**config.mk**
```make
export PLATFORM = sky130hd
export DESIGN_NAME = lsu
export DESIGN_NICKNAME = d
export VERILOG_FILES = /design/src/rtl/lsu.sv
export SDC_FILE = /design/constraint.sdc
export NUM_CORES = 1
export LEC_CHECK = 0
export CORE_MARGIN = 5
export CORE_UTILIZATION = 45
export CTS_BUF_LIST = sky130_fd_sc_hd__clkbuf_4
export DETAILED_ROUTE_END_ITERATION = 12
export PLACE_DENSITY = 0.82
export SETUP_SLACK_MARGIN = 0.5
export SYNTH_ARGS = -nofsm -noshare
export SYNTH_HDL_FRONTEND = slang
export SYNTH_SLANG_ARGS = --single-unit
```
**constraint.sdc**
```tcl
create_clock -name clk -period 2.8 [get_ports clk]
set_clock_uncertainty 0.2 [all_clocks]
set_input_delay 0.28 -clock clk [delete_from_list [all_inputs] [get_ports clk]]
set_output_delay 0.28 -clock clk [all_outputs]
set_load 0.02 [all_outputs]
```
**src/rtl/lsu.sv**
```systemverilog
// Load/store unit: accepts one memory op from the pipeline, issues a single
// request/ack access to data memory, and returns extended load data or a
// fault. The pipeline is held (req_ready low) until the one-cycle response.
module lsu #(
   parameter int unsigned MEM_TIMEOUT = 255
) (
   input  logic        clk,
   input  logic        rst,
   input  logic        req_valid,
   output logic        req_ready,
   input  logic        req_we,
   input  logic [2:0]  req_funct3,
   input  logic [31:0] req_addr,
   input  logic [31:0] req_wdata,
   output logic        rsp_valid,
   output logic [31:0] rsp_rdata,
   output logic        rsp_fault,
   output logic        mem_req,
   output logic        mem_we,
   output logic [31:0] mem_addr,
   output logic [31:0] mem_wdata,
   output logic [3:0]  mem_be,
   input  logic        mem_ack,
   input  logic [31:0] mem_rdata
);

   typedef enum logic [1:0] {IDLE, ACCESS, RESP} state_t;

   state_t      state, state_nxt;
   logic [15:0] wait_cnt;
   logic        op_we;
   logic [2:0]  op_f3;
   logic [1:0]  op_off;

   logic        accept, bad_f3, misal, fault_req, timeout;
   logic [3:0]  be_nxt;
   logic [31:0] wdata_nxt, ext_data;
   logic [7:0]  sel_b;
   logic [15:0] sel_h;

   assign req_ready = (state == IDLE);
   assign accept    = req_valid && req_ready;
   // Last waiting cycle: the counter started at 0 in the first ACCESS cycle.
   assign timeout   = (wait_cnt == 16'(MEM_TIMEOUT - 1));

   // Request decode: legal funct3, natural alignment, lane steering.
   always_comb begin
      bad_f3    = 1'b0;
      misal     = 1'b0;
      be_nxt    = 4'b1111;
      wdata_nxt = 32'h0;
      if (req_we)
         bad_f3 = req_funct3[2] || (req_funct3[1:0] == 2'b11);
      else
         bad_f3 = (req_funct3 == 3'b011) || (req_funct3[2:1] == 2'b11);
      case (req_funct3[1:0])
         2'b01:   misal = req_addr[0];
         2'b10:   misal = (req_addr[1:0] != 2'b00);
         default: misal = 1'b0;
      endcase
      if (req_we) begin
         case (req_funct3[1:0])
            2'b00: begin
               be_nxt    = 4'b0001 << req_addr[1:0];
               wdata_nxt = {4{req_wdata[7:0]}};
            end
            2'b01: begin
               be_nxt    = 4'b0011 << req_addr[1:0];
               wdata_nxt = {2{req_wdata[15:0]}};
            end
            default: begin
               be_nxt    = 4'b1111;
               wdata_nxt = req_wdata;
            end
         endcase
      end
      fault_req = bad_f3 || misal;
   end

   // Load extraction from the returned word using the latched offset/size.
   always_comb begin
      sel_b    = mem_rdata[8*op_off +: 8];
      sel_h    = op_off[1] ? mem_rdata[31:16] : mem_rdata[15:0];
      case (op_f3)
         3'b000:  ext_data = {{24{sel_b[7]}}, sel_b};
         3'b100:  ext_data = {24'h0, sel_b};
         3'b001:  ext_data = {{16{sel_h[15]}}, sel_h};
         3'b101:  ext_data = {16'h0, sel_h};
         default: ext_data = mem_rdata;
      endcase
   end

   // State register.
   always_ff @(posedge clk) begin
      if (rst) state <= IDLE;
      else     state <= state_nxt;
   end

   // Next-state: faults skip the memory access entirely.
   always_comb begin
      state_nxt = state;
      case (state)
         IDLE:    if (accept) state_nxt = fault_req ? RESP : ACCESS;
         ACCESS:  if (mem_ack || timeout) state_nxt = RESP;
         RESP:    state_nxt = IDLE;
         default: state_nxt = IDLE;
      endcase
   end

   // Registered memory-side and response-side outputs plus wait counter.
   always_ff @(posedge clk) begin
      if (rst) begin
         wait_cnt  <= '0;
         op_we     <= 1'b0;
         op_f3     <= 3'b0;
         op_off    <= 2'b0;
         mem_req   <= 1'b0;
         mem_we    <= 1'b0;
         mem_addr  <= '0;
         mem_wdata <= '0;
         mem_be    <= '0;
         rsp_valid <= 1'b0;
         rsp_fault <= 1'b0;
         rsp_rdata <= '0;
      end else begin
         rsp_valid <= 1'b0;
         rsp_fault <= 1'b0;
         rsp_rdata <= '0;
         case (state)
            IDLE: begin
               wait_cnt <= '0;
               if (accept) begin
                  op_we  <= req_we;
                  op_f3  <= req_funct3;
                  op_off <= req_addr[1:0];
                  if (fault_req) begin
                     rsp_valid <= 1'b1;
                     rsp_fault <= 1'b1;
                  end else begin
                     mem_req   <= 1'b1;
                     mem_we    <= req_we;
                     mem_addr  <= {req_addr[31:2], 2'b00};
                     mem_wdata <= wdata_nxt;
                     mem_be    <= be_nxt;
                  end
               end
            end
            ACCESS: begin
               if (mem_ack || timeout) begin
                  rsp_valid <= 1'b1;
                  rsp_fault <= !mem_ack;
                  rsp_rdata <= (mem_ack && !op_we) ? ext_data : 32'h0;
                  mem_req   <= 1'b0;
                  mem_we    <= 1'b0;
                  mem_addr  <= '0;
                  mem_wdata <= '0;
                  mem_be    <= '0;
               end else begin
                  wait_cnt <= wait_cnt + 16'd1;
               end
            end
            default: ;
         endcase
      end
   end

endmodule

```
==> results_dict.tcl <==
set metrics [dict create \
    status "finished clean" \
    slew_headroom 0.559 \
    worstPathRequired_ns 3.01 \
    path_clk_slew_ns 0.13 \
    viasPerCell 5.82 \
    drtPass1Iterations 6 \
    r2r-end "mem_wdata[2]" \
    cts.sinks 126 \
    yosysSeqAreaShare 0.465 \
    nets 917 \
    r2r.worst_path.cells 7 \
    grt_max_degree 63 \
    setup_tns_ns 0 \
    hold_violations 0 \
    port_buffers 206 \
    start_kind "register" \
    end_kind "register" \
    dieArea_um2 14400 \
    rsz0062_at_grt "true" \
    fin_crit_sh 0.800 \
    ir_worst_vdd_uv 308 \
    ant_nets 0 \
    ys.flop_type "dfxtp_1" \
    die_y_um 120 \
    wl_per_cell_um 18.3 \
    drive_above_1_share 0.0830 \
    holdPathEnd "mem_addr[23]" \
    track_usage 0.242 \
    start_util 0.456 \
    max_freq_mhz 447 \
    intPower_mw 2.85 \
    die_width_um 120 \
    cp_slowest_cell "dfxtp_1" \
    synth.distinct_cells 53 \
    first_iter_violations 410 \
    min_path_type "input pin to register" \
    hold_buffers 0 \
    period_minus_slack_ns 2.24 \
    totalWireLength_mm 17.7 \
    cts_buffer_depth 2 \
    antenna_found_initial 1 \
    dp_cells 932 \
    clk_latency_ns 0.51 \
    critical_path_class "register to register" \
    syn_to_final_growth_pct 46.7 \
    crit_buf_inv 1 \
    numCtsBuffers 17 \
    synthesis.area_um2 5430 \
    synthCells 607 \
    grt_pass1_vias 5654 \
    switching_power_mw 1.18 \
    worstMarginPinSlew_ns 0.656 \
    avgSynthCellArea_um2 8.95 \
    critical_path.top_delay_family "simple AND/OR/NAND/NOR gates" \
    row_count 40 \
    cp_data_arrival_time_ns 2.45 \
    grt_pass1_wl_mm 28.2 \
    worstHoldStart "req_addr[23]" \
    r2r-start "wait_cnt[1]" \
    overflow 0 \
    cp_slowest_stage_delay_ns 0.41 \
    reg2reg_slack_ns 0.56 \
    drc 0 \
    h-tree-depth 4 \
    setup_viol 0 \
    p_sw_frac 0.292 \
    synth-edff-count 0 \
    p_clk_frac 0.340 \
    ys_ff_latch 126 \
    ys_warn_count 0 \
    p_seq_frac 0.473 \
    stdcell_count 967 \
    pwr-share-comb 0.186 \
    core_um2 11900 \
    root_buffer "clkbuf_4" \
    power_mw 4.03 \
    power.static_leakage_nw 2.92 \
    place_hpwl_mm 13.0 \
    holdPathStages 2 \
    ios 209 \
    power_density_nw_per_um2 506 \
    synthArstFlopShare 0 \
    gp_congestion 0.929 \
    slew_violations 0 \
    cp_cell_sequence "ha_1 > nor4b_1 > nand4b_1 > a21oi_2 > nor3_4 > buf_12 > a22o_1" \
    crit_fanout 62 \
    drv_cap 0 \
    fillers 954 \
    vias 5625 \
    cts_tree "built" \
]
[Yosys cell counts (2+ instances only)]
cell	count	area, µm²
or2_2	2	12.5
a21oi_1	55	275
o21ai_0	30	150
nor4bb_1	2	20.0
buf_1	5	18.8
mux2i_1	16	160
a22o_1	50	438
nand3_1	10	50.1
buf_6	2	22.5
a311oi_1	8	70.1
o211ai_1	5	37.5
inv_1	19	71.3
a31oi_1	6	37.5
nor3_1	11	55.1
o2111a_1	7	78.8
nand2_1	58	218
nor3b_1	3	22.5
a211oi_1	10	75.1
buf_4	5	37.5
a221oi_1	8	70.1
o21ai_1	2	10.0
and3_1	2	12.5
ha_1	7	87.6
and2_1	2	12.5
or4_1	6	45.0
nand4_1	4	25.0
a31o_2	2	17.5
nor4_1	5	31.3
buf_2	7	35.0
nand2b_1	3	18.8
dfxtp_1	126	2520
o2bb2ai_1	12	105
nor2b_1	9	56.3
clkbuf_1	29	109
nor2_1	53	199
a22oi_1	8	60.1
nand4b_1	2	17.5
[cells in the final DEF (no fill, tap or decap), types with 4 or more instances in the layout]
cell type        netlist  final
a211oi_1              10     10
a21oi_1               55     54
a221oi_1               8      8
a22o_1                50     50
a22oi_1                8      8
a311oi_1               8      8
a31oi_1                6      6
buf_4                  5     20
clkbuf_4               0     17
clkdlybuf4s50_1        0    205
clkinv_4               0      4
dfxtp_1              126    124
ha_1                   7      7
inv_1                 19     18
mux2i_1               16     16
nand2_1               58     58
nand3_1               10     10
nand4_1                4      4
nor2_1                53     52
nor2b_1                9      9
nor3_1                11     11
nor4_1                 5      5
o2111a_1               7      7
o211ai_1               5      5
o21ai_0               30     30
o2bb2ai_1             12     12
or4_1                  6      6
[power by group through the flow]
stage	registers [mW]	logic, mW	clock network (mW)
6_report	1.91	0.751	1.37
2_1_floorplan	2.00	0.309	0
3_5_place_dp	1.94	0.742	0
5_1_grt	1.91	0.806	1.48
4_1_cts	1.90	0.746	1.40
3_3_place_gp	1.94	0.722	0
[stage by stage]
stage | setup slack [ns] | instance area, µm² | utilization | hold slack [ns]
detailed placement | 0.0256 | 7620 | 0.640 | 0.254
floorplan | 0.517 | 5460 | - | 0.206
global route | 0.457 | 7970 | 0.669 | 0.0996
finish | 0.561 | 7970 | 0.669 | 0.148
global placement | 0.183 | 7620 | 0.640 | 0.248
CTS | 0.559 | 7950 | 0.667 | 0.116
[per-layer routing]
layer,share of wire,GRT usage,vias to the layer above
li1,-,-,2632
met1,0.39,0.282,2656
met2,0.49,0.413,290
met3,0.087,0.0825,47
met4,0.027,0.0888,0
met5,0,0,-
[layout make-up]
cell class / count / area (µm²) / area share
multi-input cells: 415 / 2640 / 0.331
flip-flops and latches: 126 / 2520 / 0.317
repair buffers: 227 / 2230 / 0.280
clock inverters: 15 / 188 / 0.0236
well taps: 147 / 184 / 0.0231
clock buffers: 17 / 128 / 0.0160
inverters: 19 / 71.3 / 0.00895
diodes: 1 / 2.50 / 0.000314
[flip-flops by register name, indices dropped and copies added (netlist names)]
register   flops
mem_addr      30
mem_be         4
mem_req        1
mem_wdata     32
mem_we         1
op_f3          3
op_off         2
op_we          1
rsp_fault      1
rsp_rdata     32
rsp_valid      1
state          2
wait_cnt      16
[cells by family (layout without fill, tap and decap cells)]
group / count (synthesis) / in the layout / share of synthesized area
compound gates: 209 / 209 / 0.274
simple gates: 180 / 180 / 0.159
flops: 126 / 126 / 0.465
buf+inv: 67 / 278 / 0.0541
mux: 17 / 17 / 0.0316
fa+ha+maj: 7 / 7 / 0.0161
other cells: 1 / 3 / 0.000691
[what timing repair did]
action | in CTS | in global routing
hold endpoints to repair | 0 | 0
pin swaps | 1 | 1
resized for setup | 2 | 4
setup buffers | 1 | 1
endpoints found under the setup margin | 63 | 66
[how the worst max path moves through the flow]
stage / start / to / depth (start not counted)
5_1_grt: wait_cnt[0] / mem_wdata[5] / 8
6_report: wait_cnt[1] / mem_wdata[2] / 7
3_5_place_dp: req_funct3[1] / mem_addr[8] / 8
4_1_cts: wait_cnt[0] / mem_wdata[31] / 8
3_3_place_gp: req_funct3[1] / mem_addr[20] / 8
2_1_floorplan: req_funct3[1] / mem_wdata[24] / 12
Power figures use the tool's default switching activity.
